**src/rtl/mips_pkg.sv**
```systemverilog
`default_nettype none
// ============================================================================
// Module      : mips_pkg
// Description : Shared constants for the instruction-fetch slice.
//               PC_RESET - reset PC and base of the instruction ROM window.
//               IM_WORDS - number of 32-bit words in the ROM window.
//               npc_sel_e - next-PC source encodings.
// Revision    : 1.0 - initial release
// ============================================================================
package mips_pkg;

   localparam logic [31:0] PC_RESET = 32'h0000_3000;
   localparam int unsigned IM_WORDS = 4096;

   typedef enum logic [1:0] {
      NPC_SEQ = 2'd0,
      NPC_BR  = 2'd1,
      NPC_J   = 2'd2,
      NPC_JR  = 2'd3
   } npc_sel_e;

endpackage
`default_nettype wire

```
**src/rtl/fetch_pc_if.sv**
```systemverilog
`default_nettype none
// ============================================================================
// Module      : fetch_pc_if
// Description : Fetch-stage bus between the pipeline/ROM side (master) and the
//               fetch unit (slave).
//               master drives : stall, flush, npc_sel, id_pc, imm16, index26,
//                               jr_addr, im_data
//               slave drives  : im_addr, pc_f, instr_d, pc_d, err_d
// Revision    : 1.0 - initial release
// ============================================================================
interface fetch_pc_if;

   logic        stall;
   logic        flush;
   logic [1:0]  npc_sel;
   logic [31:0] id_pc;
   logic [15:0] imm16;
   logic [25:0] index26;
   logic [31:0] jr_addr;
   logic [31:0] im_data;
   logic [31:0] im_addr;
   logic [31:0] pc_f;
   logic [31:0] instr_d;
   logic [31:0] pc_d;
   logic        err_d;

   modport master (
      output stall, flush, npc_sel, id_pc, imm16, index26, jr_addr, im_data,
      input  im_addr, pc_f, instr_d, pc_d, err_d
   );

   modport slave (
      input  stall, flush, npc_sel, id_pc, imm16, index26, jr_addr, im_data,
      output im_addr, pc_f, instr_d, pc_d, err_d
   );

endinterface
`default_nettype wire

```
**src/rtl/npc_calc.sv**
```systemverilog
`default_nettype none
// ============================================================================
// Module      : npc_calc
// Description : Combinational next-PC selector.
//               i_pc_f    - current fetch PC (sequential source)
//               i_id_pc   - PC of the instruction in ID (branch/jump base)
//               i_imm16   - branch word offset
//               i_index26 - jump word index
//               i_jr_addr - register jump target
//               i_npc_sel - source select (mips_pkg::npc_sel_e)
//               o_npc     - next fetch PC
// Revision    : 1.0 - initial release
// ============================================================================
module npc_calc
   import mips_pkg::*;
(
   input  wire logic [31:0] i_pc_f,
   input  wire logic [31:0] i_id_pc,
   input  wire logic [15:0] i_imm16,
   input  wire logic [25:0] i_index26,
   input  wire logic [31:0] i_jr_addr,
   input  wire logic [1:0]  i_npc_sel,
   output logic      [31:0] o_npc
);

   logic [31:0] w_id_pc4;
   logic [31:0] w_br_off;

   // Branch and jump targets are relative to the delay-slot address (id_pc+4).
   assign w_id_pc4 = i_id_pc + 32'd4;
   assign w_br_off = {{14{i_imm16[15]}}, i_imm16, 2'b00};

   always_comb begin
      o_npc = i_pc_f + 32'd4;
      case (i_npc_sel)
         NPC_SEQ: o_npc = i_pc_f + 32'd4;
         NPC_BR:  o_npc = w_id_pc4 + w_br_off;
         NPC_J:   o_npc = {w_id_pc4[31:28], i_index26, 2'b00};
         NPC_JR:  o_npc = i_jr_addr;
         default: o_npc = i_pc_f + 32'd4;
      endcase
   end

endmodule
`default_nettype wire

```
**src/rtl/fetch_pc.sv**
```systemverilog
`default_nettype none
// ============================================================================
// Module      : fetch_pc
// Description : Instruction-fetch stage: fetch PC register, next-PC select and
//               the IF/ID pipeline register.
//               clk   - system clock
//               reset - synchronous active-high reset
//               bus   - fetch_pc_if.slave (control, ROM data, IF/ID outputs)
//               Fetches outside the ROM window or misaligned do not stop fetch;
//               they insert a NOP flagged with err_d.
// Revision    : 1.0 - initial release
// ============================================================================
module fetch_pc #(
   parameter logic [31:0] PC_RESET = mips_pkg::PC_RESET,
   parameter int unsigned IM_WORDS = mips_pkg::IM_WORDS
) (
   input wire logic  clk,
   input wire logic  reset,
   fetch_pc_if.slave bus
);

   import mips_pkg::*;

   // Window bounds held in 33 bits so the upper limit cannot overflow.
   localparam logic [32:0] c_win_lo = {1'b0, PC_RESET};
   localparam logic [32:0] c_win_hi = {1'b0, PC_RESET} + (33'(IM_WORDS) << 2);

   logic [31:0] r_pc_f;
   logic [31:0] r_pc_d;
   logic [31:0] r_instr_d;
   logic        r_err_d;
   logic [31:0] w_npc;
   logic        w_fetch_err;

   npc_calc u_npc_calc (
      .i_pc_f    (r_pc_f),
      .i_id_pc   (bus.id_pc),
      .i_imm16   (bus.imm16),
      .i_index26 (bus.index26),
      .i_jr_addr (bus.jr_addr),
      .i_npc_sel (bus.npc_sel),
      .o_npc     (w_npc)
   );

   assign w_fetch_err = (r_pc_f[1:0] != 2'b00)
                     || ({1'b0, r_pc_f} <  c_win_lo)
                     || ({1'b0, r_pc_f} >= c_win_hi);

   // Priority: reset, stall (freezes everything), flush, normal.
   always_ff @(posedge clk) begin
      if (reset) begin
         r_pc_f    <= PC_RESET;
         r_pc_d    <= PC_RESET;
         r_instr_d <= 32'h0;
         r_err_d   <= 1'b0;
      end else if (!bus.stall) begin
         r_pc_f <= w_npc;
         r_pc_d <= r_pc_f;
         if (bus.flush) begin
            r_instr_d <= 32'h0;
            r_err_d   <= 1'b0;
         end else begin
            r_instr_d <= w_fetch_err ? 32'h0 : bus.im_data;
            r_err_d   <= w_fetch_err;
         end
      end
   end

   assign bus.im_addr = r_pc_f;
   assign bus.pc_f    = r_pc_f;
   assign bus.pc_d    = r_pc_d;
   assign bus.instr_d = r_instr_d;
   assign bus.err_d   = r_err_d;

endmodule
`default_nettype wire

```
**src/flat_wrapper.sv**
```systemverilog
// flat-port wrapper written by rule: the top's interface ports become plain ports
module fetch_pc_flat import mips_pkg::*;
#(
   parameter logic [31:0] PC_RESET = mips_pkg::PC_RESET,
   parameter int unsigned IM_WORDS = mips_pkg::IM_WORDS
)
  (clk, reset, bus_stall, bus_flush, bus_npc_sel, bus_id_pc, bus_imm16, bus_index26, bus_jr_addr, bus_im_data, bus_im_addr, bus_pc_f, bus_instr_d, bus_pc_d, bus_err_d);
  fetch_pc_if bus_i ();
  input wire logic clk;
  input wire logic reset;
  input wire logic [$bits(bus_i.stall)-1:0] bus_stall;
  input wire logic [$bits(bus_i.flush)-1:0] bus_flush;
  input wire logic [$bits(bus_i.npc_sel)-1:0] bus_npc_sel;
  input wire logic [$bits(bus_i.id_pc)-1:0] bus_id_pc;
  input wire logic [$bits(bus_i.imm16)-1:0] bus_imm16;
  input wire logic [$bits(bus_i.index26)-1:0] bus_index26;
  input wire logic [$bits(bus_i.jr_addr)-1:0] bus_jr_addr;
  input wire logic [$bits(bus_i.im_data)-1:0] bus_im_data;
  output wire logic [$bits(bus_i.im_addr)-1:0] bus_im_addr;
  output wire logic [$bits(bus_i.pc_f)-1:0] bus_pc_f;
  output wire logic [$bits(bus_i.instr_d)-1:0] bus_instr_d;
  output wire logic [$bits(bus_i.pc_d)-1:0] bus_pc_d;
  output wire logic [$bits(bus_i.err_d)-1:0] bus_err_d;
  assign bus_i.stall = bus_stall;
  assign bus_i.flush = bus_flush;
  assign bus_i.npc_sel = bus_npc_sel;
  assign bus_i.id_pc = bus_id_pc;
  assign bus_i.imm16 = bus_imm16;
  assign bus_i.index26 = bus_index26;
  assign bus_i.jr_addr = bus_jr_addr;
  assign bus_i.im_data = bus_im_data;
  assign bus_im_addr = bus_i.im_addr;
  assign bus_pc_f = bus_i.pc_f;
  assign bus_instr_d = bus_i.instr_d;
  assign bus_pc_d = bus_i.pc_d;
  assign bus_err_d = bus_i.err_d;
  fetch_pc #(.PC_RESET(PC_RESET), .IM_WORDS(IM_WORDS)) u_core (.clk(clk), .reset(reset), .bus(bus_i));
endmodule
```
**config.mk**
```make
export PLATFORM = sky130hd
export DESIGN_NAME = fetch_pc_flat
export DESIGN_NICKNAME = d
export VERILOG_FILES = /design/src/rtl/mips_pkg.sv /design/src/rtl/fetch_pc_if.sv /design/src/rtl/npc_calc.sv /design/src/rtl/fetch_pc.sv /design/src/flat_wrapper.sv
export SDC_FILE = /design/constraint.sdc
export NUM_CORES = 1
export LEC_CHECK = 0
export CORE_ASPECT_RATIO = 2
export CORE_MARGIN = 10
export CORE_UTILIZATION = 45
export DETAILED_ROUTE_END_ITERATION = 12
export GPL_ROUTABILITY_DRIVEN = 0
export PLACE_DENSITY = 0.92
export SYNTH_ARGS = -nofsm -noshare
export SYNTH_HDL_FRONTEND = slang
export SYNTH_SLANG_ARGS = --single-unit
export TNS_END_PERCENT = 5
```
**constraint.sdc**
```tcl
create_clock -name clk -period 4.18 [get_ports clk]
set_input_delay 0.836 -clock clk [delete_from_list [all_inputs] [get_ports clk]]
set_output_delay 0.836 -clock clk [all_outputs]
set_load 0.02 [all_outputs]
```
==> results.md <==
- Initial Util: 0.459
- DR vias: 7913
- PwrDens: 264 mW/mm^2
- Clock Sinks: 97
- Final setup violating endpoints: 0
- Cts bufs inserted: 9
- Crit path DAT: 4360 ps
- DR iter-0 viols: 526
- DP Worst Slack: -430 ps
- Final hold violations: 0
- Overall routing resource usage: 0.243
- Die height: 197 um
- Top FF cell, synth: dfxtp_1
- Sw power: 919 uW
- Router iterations before antenna repair: 6
- Fin crit share: 0.992
- Syn_nets: 1043
- NumNets Final: 1349
- Root buf cell: clkbuf_16
- Clock transition at path regs: 70 ps
- Max_cap viols: 0
- Comb pwr share: 0.356
- HPWL after DPL: between 20000 and 25000 um
- Clock Power Share: 0.278
- Largest fanout on the critical path: 4
- Vias per cell: ~5.8
- Netlist Area Pre-Place: between 0.007 and 0.008 mm^2
- Clk_lat worst skew: 330 ps
- DRT Wirelength: 27700 um
- Post-layout util: 0.700
- Post-synthesis sequential area ratio: 0.275
- I/O pins: roughly 270
- Most frequent cells in the layout: clkdlybuf4s50_1, nor2_1, buf_4, dfxtp_1, nand2_1
- Drt drc: 0
- Pint: 1.93 mW
- Share of cells above drive strength 1: 0.151
- Cell Rows: 64
- Synth Area in Adders: 0.0684
- P_leak: 4.38 nW
- Vias in the first global route: 8144
- Peak supply drop: around 0.00023 V
- Largest family of logic cells by synthesized area: simple AND/OR/NAND/NOR gates
- Mean post-synth cell area: 8.20 um^2
- Detail Route Antenna Nets: 0
- P&R area growth vs syn: 52.4%
- Largest net degree at the start of global routing: 77
- GRT overflow: 0
- WL per Instance: 20.2 um
- Relative max-transition margin: 0.463
- Antenna violations before repair: 0
- CP Capture Type: flip-flop
- Sw Share: 0.323
- H-tree depth: 3
- Syn Inst Count: 861
- PortBufs: 272
- Worst min path class: flip-flop to flip-flop
- Post-synthesis mux area share: 0.106
- Clk buf depth: 2
- Pins Over Slew Limit: 0
- Cell variety after synth: 74
- FMAX: 241 MHz
- Setup ws final: 34.9 ps
- CP Data Required Time: 4400 ps
- Synth async-reset ratio: 0
- Synth Area in Simple Gates: 0.197
- Setup TNS: 0 ps
- EDFF count, synth: 0
- RSZ-0062 raised after global routing: true
- Commonest non-fill, non-tap cell in the layout: clkdlybuf4s50_1
- Setup Skew: a little under 7 ps
- Post-layout min period: 4150 ps
- Seq pwr share: 0.366
- Setup Crit Path Kind: primary input to flip-flop
- Core area: 0.0154 mm^2
- Die area: 0.0214 mm^2
- CTS tree: built
- Die X: 109 um
- Nature of the critical path startpoint: primary input
- Ys Warns: 0
- First-pass GRT wire length: 41500 um
- Antenna diode count: 0
- Synth Area in Compound Gates: 0.196
- Register bit total from synthesis: 97
- Hold_buf cts: 0
- Worst slew pin tran: between 800 and 900 ps
- Status: finished, final reports clean
- Synth Area in XOR/XNOR: 0.0804
## state kept, by name, indices dropped and copies added, names as in the netlist
| register | flops |
|---|---|
| u_core.bus.im_addr | 32 |
| u_core.bus.instr_d | 32 |
| u_core.bus.pc_d | 32 |
| u_core.bus.err_d | 1 |
## cell families after synthesis
kind of cell | Yosys count
XOR/XNOR | 64
buffers and inverters | 108
adder cells (fa/ha/maj) | 38
flip-flops | 97
AO/OA/AOI/OAI | 192
multiplexers | 66
AND/OR/NAND/NOR | 296
## worst max-delay path, cell delays in order
cell	delay, ps
clkdlybuf4s50_1	540
ha_1	230
buf_4	130
xor2_1	160
ha_1	300
nor2b_1	170
o31a_1	320
o21ai_2	300
a21oi_2	120
a211oi_4	280
o311ai_2	200
o221ai_1	290
xor2_1	350
o22ai_1	140
## area by class of cell
type	count	area [um^2]
multi-input cells	656	4690
fillers	1163	4610
repair buffers	370	3470
flip-flops and latches	97	1940
clock buffers	11	253
well taps	198	248
inverters	33	124
clock inverters	5	38.8
## synth_stat cells (all sizes together), types with 11 or more instances
master  count  area share
a22oi      34       0.036
nand3      33       0.023
xor2       20       0.026
inv        32       0.017
xnor2      44       0.055
nor3       15       0.014
mux2i      47       0.067
a21oi      40       0.029
a221oi     15       0.019
clkbuf     29       0.015
o21ai      29       0.021
dfxtp      97        0.27
buf        46       0.044
nand2      59       0.032
ha         37       0.066
nand4      11      0.0097
nor2      123       0.066
mux2       13       0.021
and3       16       0.014
## per-layer routing
metal  up-vias  GRT usage  routed length, um
li1       3684          -                  -
met4         0      0.159               1920
met2       442      0.456              14600
met5         -          0                  0
met1      3659      0.234               9130
met3       128     0.0363               2060
## path summary, 6_finish.rpt
kind,from,end,slack [ps],depth (start not counted)
min,u_core.bus.pc_d[12],u_core.bus.pc_d[12],490,2
min reg2reg,u_core.bus.pc_d[12],u_core.bus.pc_d[12],490,2
max,bus_id_pc[3],u_core.bus.im_addr[24],30,14
max reg2reg,u_core.bus.im_addr[3],u_core.bus.im_addr[28],1170,10
## timing repair
item                                    CTS  global route
endpoints found under the setup margin    2            12
pin swaps                                 0            18
resized for setup                         1            28
setup buffers                             0             3
## power by group through the flow
stage	registers [mW]	logic [mW]	clock network, mW
2_1_floorplan	1.08	0.486	0
3_3_place_gp	1.06	0.951	0
3_5_place_dp	1.06	0.979	0
4_1_cts	1.04	0.985	0.803
5_1_grt	1.05	1.08	0.827
6_report	1.04	1.01	0.792
## through the flow
stage,total power [mW],instance area [um^2],hold slack [ps],std cells
floorplan,1.57,7060,585,861
global placement,2.01,10300,457,1351
detailed placement,2.04,10300,481,1351
CTS,2.83,10600,499,1367
global route,2.96,10800,529,1370
finish,2.85,10800,491,1370
Power figures use the tool's default switching activity.
